### config.mk
export PLATFORM = sky130hd
export DESIGN_NAME = mux_serializer4
export DESIGN_NICKNAME = d
export VERILOG_FILES = /design/src/rtl/mux_serializer4_pkg.sv /design/src/rtl/mux_serializer4_mux4_1.sv /design/src/rtl/mux_serializer4.sv
export SDC_FILE = /design/constraint.sdc
export NUM_CORES = 1
export LEC_CHECK = 0
export CAP_MARGIN = 10
export CORE_AREA = 2 2 39 41
export DETAILED_ROUTE_END_ITERATION = 8
export DIE_AREA = 0 0 41 43
export GPL_ROUTABILITY_DRIVEN = 0
export PLACE_DENSITY_LB_ADDON = 0.2
export SYNTH_ARGS = -nofsm -noshare
export SYNTH_HDL_FRONTEND = slang
export SYNTH_SLANG_ARGS = --single-unit
### constraint.sdc
create_clock -name clk -period 3.13 [get_ports clk]
set_input_delay 0.939 -clock clk [delete_from_list [all_inputs] [get_ports clk]]
set_output_delay 0.939 -clock clk [all_outputs]
set_load 0.005 [all_outputs]
### src/rtl/mux_serializer4_pkg.sv
// Shared definitions for the 4-bit parallel-to-serial stage: FSM encoding and
// the select start/end positions for each shift direction.
package mux_serializer4_pkg;

    typedef enum logic {
        IDLE  = 1'b0,
        SHIFT = 1'b1
    } state_t;

    function automatic logic [1:0] start_idx(input bit msb_first);
        return msb_first ? 2'd3 : 2'd0;
    endfunction

    function automatic logic [1:0] end_idx(input bit msb_first);
        return msb_first ? 2'd0 : 2'd3;
    endfunction

endpackage

### src/rtl/mux_serializer4_mux4_1.sv
// 4:1 bit-select mux driven by the serializer's shadow word and select register.
module mux4_1 (
    input  logic [3:0] data,
    input  logic [1:0] sel,
    output logic       y
);

    always_comb begin
        y = data[sel];
    end

endmodule

### src/rtl/mux_serializer4.sv
// Parallel-to-serial stage: latches a 4-bit word on valid/ready, then walks the
// bit-select mux through all four positions, holding each bit DIV clocks.
module mux_serializer4
    import mux_serializer4_pkg::*;
#(
    parameter int DIV       = 1,
    parameter bit MSB_FIRST = 1'b0
) (
    input  logic       clk,
    input  logic       rst_n,
    input  logic [3:0] data_in,
    input  logic       load_valid_in,
    output logic       load_ready_out,
    input  logic       flush_in,
    output logic       serial_out,
    output logic       serial_valid_out,
    output logic       last_bit_out,
    output logic [1:0] sel_out
);

    localparam int               CNT_W     = (DIV > 1) ? $clog2(DIV) : 1;
    localparam logic [CNT_W-1:0] CNT_MAX   = CNT_W'(DIV - 1);
    localparam logic [1:0]       START_SEL = start_idx(MSB_FIRST);
    localparam logic [1:0]       END_SEL   = end_idx(MSB_FIRST);

    state_t           state_q, state_d;
    logic [3:0]       shadow_q;
    logic [1:0]       sel_q;
    logic [1:0]       next_sel;
    logic [CNT_W-1:0] cnt_q;
    logic             in_shift;
    logic             bit_done;
    logic             last_bit;
    logic             accept;
    logic             mux_bit;

    assign in_shift = (state_q == SHIFT);
    assign bit_done = (cnt_q == CNT_MAX);
    assign last_bit = in_shift & (sel_q == END_SEL) & bit_done;
    assign accept   = load_valid_in & load_ready_out;
    assign next_sel = MSB_FIRST ? (sel_q - 2'd1) : (sel_q + 2'd1);
    assign sel_out  = sel_q;

    mux4_1 u_mux (
        .data (shadow_q),
        .sel  (sel_q),
        .y    (mux_bit)
    );

    always_ff @(posedge clk or negedge rst_n) begin
        if (!rst_n) begin
            state_q <= IDLE;
        end else begin
            state_q <= state_d;
        end
    end

    // A load in the last-bit cycle keeps SHIFT so consecutive words stream without a bubble.
    always_comb begin
        state_d = state_q;
        if (flush_in) begin
            state_d = IDLE;
        end else begin
            case (state_q)
                IDLE:    if (accept) state_d = SHIFT;
                SHIFT:   if (last_bit && !accept) state_d = IDLE;
                default: state_d = IDLE;
            endcase
        end
    end

    always_comb begin
        load_ready_out   = rst_n & ~flush_in & (~in_shift | last_bit);
        serial_valid_out = in_shift;
        serial_out       = in_shift & mux_bit;
        last_bit_out     = last_bit;
    end

    // Flush keeps the shadow word; it simply stops being driven once IDLE.
    always_ff @(posedge clk or negedge rst_n) begin
        if (!rst_n) begin
            shadow_q <= 4'd0;
            sel_q    <= START_SEL;
            cnt_q    <= '0;
        end else if (flush_in) begin
            sel_q    <= START_SEL;
            cnt_q    <= '0;
        end else if (accept) begin
            shadow_q <= data_in;
            sel_q    <= START_SEL;
            cnt_q    <= '0;
        end else if (in_shift) begin
            if (bit_done) begin
                cnt_q <= '0;
                sel_q <= last_bit ? START_SEL : next_sel;
            end else begin
                cnt_q <= cnt_q + 1'b1;
            end
        end
    end

endmodule

==> flow_summary.toml <==
[die]
fp.coreArea_mm2 = 0.001384
fp.dieH_um = 43
num_rows = 14
die_w_um = 41
die-area_mm2 = 0.001763
io_pins = 14
start_util_pct = 25.23

[worst_setup_path]
ff2ff_setup_slack_ps = 1600
reg2reg_to = "shadow_q[2]"
r2r_cells = 4
path_class = "input pin to output port"
crit_required_ps = 2190
crit_path_start_kind = "input pin"
cp.arrival_ps = 1820
r2r_start = "sel_out[0]"
cp_max_fo = 3
end_kind = "output port"

[sta]
setup_tns_ps = 0
finalCritPeriodShare_pct = 88.14
worst_pin_slew_ps = 227.9
finalMaxSlewViolations = 0
whs_ps = 505.7
relSlewSlack_pct = 84.80
fmax_ghz = 0.3625
final-setup-viol-count = 0
clock_skew_ps = 0.7197
fin_crit_ps = 2759
worst_slack_ps = 371.3
final_hold_viol_count = 0
grt_setup_unrepaired = "no"

[drt]
vias_per_cell = 4.407
wl_per_cell_um = 11.88
first_iter_violations = 0
drc_errors = 0
totalWireLength_um = 701
dr.pass1.iters = 1
routed-via-count = 260
detail-route-antenna-nets = 0

[layout]
layout_common_cells = "12 x clkdlybuf4s50_1, 7 x dfrtp_1, 4 x mux2_2"
fin_nets = 53
antenna_cells = 0
fin_area_um2 = 543.0
layout_commonest_cell = "clkdlybuf4s50_1"
syn_to_final_growth_pct = 55.56
drive_gt1_share_pct = 32.56

[clock_network]
cts_tree = "done"
cts_buffer_depth = 2
h-tree-depth = 1
cts_made_buffers = 3
cts_setup_buffers = 0
cts_root_buf = "clkbuf_4"
clkTransAtPathRegs_ps = 50
clk_latency_ps = 240
cts.sinks = 7

[logic_synthesis]
synth_nets = 33
synth_area_per_cell_um2 = 14.55
synth_area_um2 = 349.1
yosys_warnings = 0
synthCells = 24
yosys.cell_types.count = 13
ys_seq_area_share_pct = 50.18
synth_seq_cells = 7

[global_route]
antenna_found_initial = 0
grt_pass1_vias = 265
grt_pass1_wl_um = 1200
overflow = 0
grt_max_degree = 9
track_usage_pct = 10.56

[placement]
post_dp_cell_area_um2 = 514.2
preCtsSetupSlack_ps = 8.339
io_buffers = 13

[worst_hold_path]
whs_endpoint = "shadow_q[2]"
hold_path_depth = 1
min_path_type = "register to register"
min_from = "shadow_q[2]"

[pwr]
peakVddDrop_v = 0.0001729
cellPowerDensity_mw_per_mm2 = 431.4
p_leak_nw = 0.2319

[run_status]
outcome = "finished, final reports clean"

[job]
drv_cap = 0
[worst max path at each step]
stage	from	to	slack, ps	cells past startpoint
5_1_grt	sel_out[0]	serial_out	330	3
2_1_floorplan	flush_in	load_ready_out	970	1
6_report	flush_in	load_ready_out	370	3
3_3_place_gp	flush_in	load_ready_out	20	3
4_1_cts	flush_in	load_ready_out	6	3
3_5_place_dp	flush_in	load_ready_out	8	3
[kinds of logic after synthesis]
logic type	Yosys count	share of synthesized area (%)
compound gates	3	5.732
fa+ha+maj	1	3.584
flops	7	50.18
mux	7	25.09
simple gates	6	15.41
[cells in the mapped netlist, drive strengths merged]
library cell | number | share of area [%]
nand2b | 1 | 2.5
dfrtp | 7 | 50
ha | 1 | 3.6
a211oi | 2 | 4.3
and2 | 2 | 3.9
a21oi | 1 | 1.4
and3b | 1 | 3.6
mux4 | 1 | 6.5
nand4b | 1 | 4.3
mux2i | 2 | 5.7
nor2 | 1 | 1.1
mux2 | 4 | 13
[layer usage]
metal,wire (um),vias to the layer above,track usage [%],share of wire (%)
li1,-,128,-,-
met1,298,124,14.00,43
met2,359,6,13.75,51
met3,36,2,4.712,5.1
met4,6,0,6.000,0.86
met5,0,-,0,0
[registers in the layout, summed over array words and instances (netlist names)]
signal and flops:
shadow_q 4, sel_out 2, serial_valid_out 1
[cell type report]
class | instances | area [um^2]
multi-input cells | 17 | 173.9
fillers | 137 | 840.8
repair buffers | 15 | 147.6
flip-flops and latches | 7 | 175.2
well taps | 16 | 20.02
clock buffers | 4 | 26.28
[timing repair]
| item | CTS | global route |
|---|---|---|
| hold endpoints to repair | 0 | 0 |
| setup endpoints to repair | 0 | 1 |
| resized for setup | 0 | 1 |
| hold buffers | 0 | 0 |
[stage by stage]
| stage | utilization [%] | cells | power [W] |
|---|---|---|---|
| final | 39.24 | 59 | 0.0002342 |
| after global routing | 39.24 | 59 | 0.0002522 |
| after CTS | 39.06 | 59 | 0.0002390 |
| after detailed placement | 37.16 | 55 | 0.0001576 |
| after global placement | 37.16 | 55 | 0.0001556 |
| after floorplan | - | 24 | 0.0001330 |
[critical path: stages]
cell	delay, ps
clkdlybuf4s50_1	430
and3b_4	320
dlymetal6s2s_1	130
[where the power goes]
group / switching (W) / internal (W)
clock: 0.0000305 / 0.0000485
sequential: 0.00000811 / 0.000103
combinational: 0.0000125 / 0.0000312
total: 0.0000511 / 0.000183
Note: power is estimated with default switching activity, not from simulation.
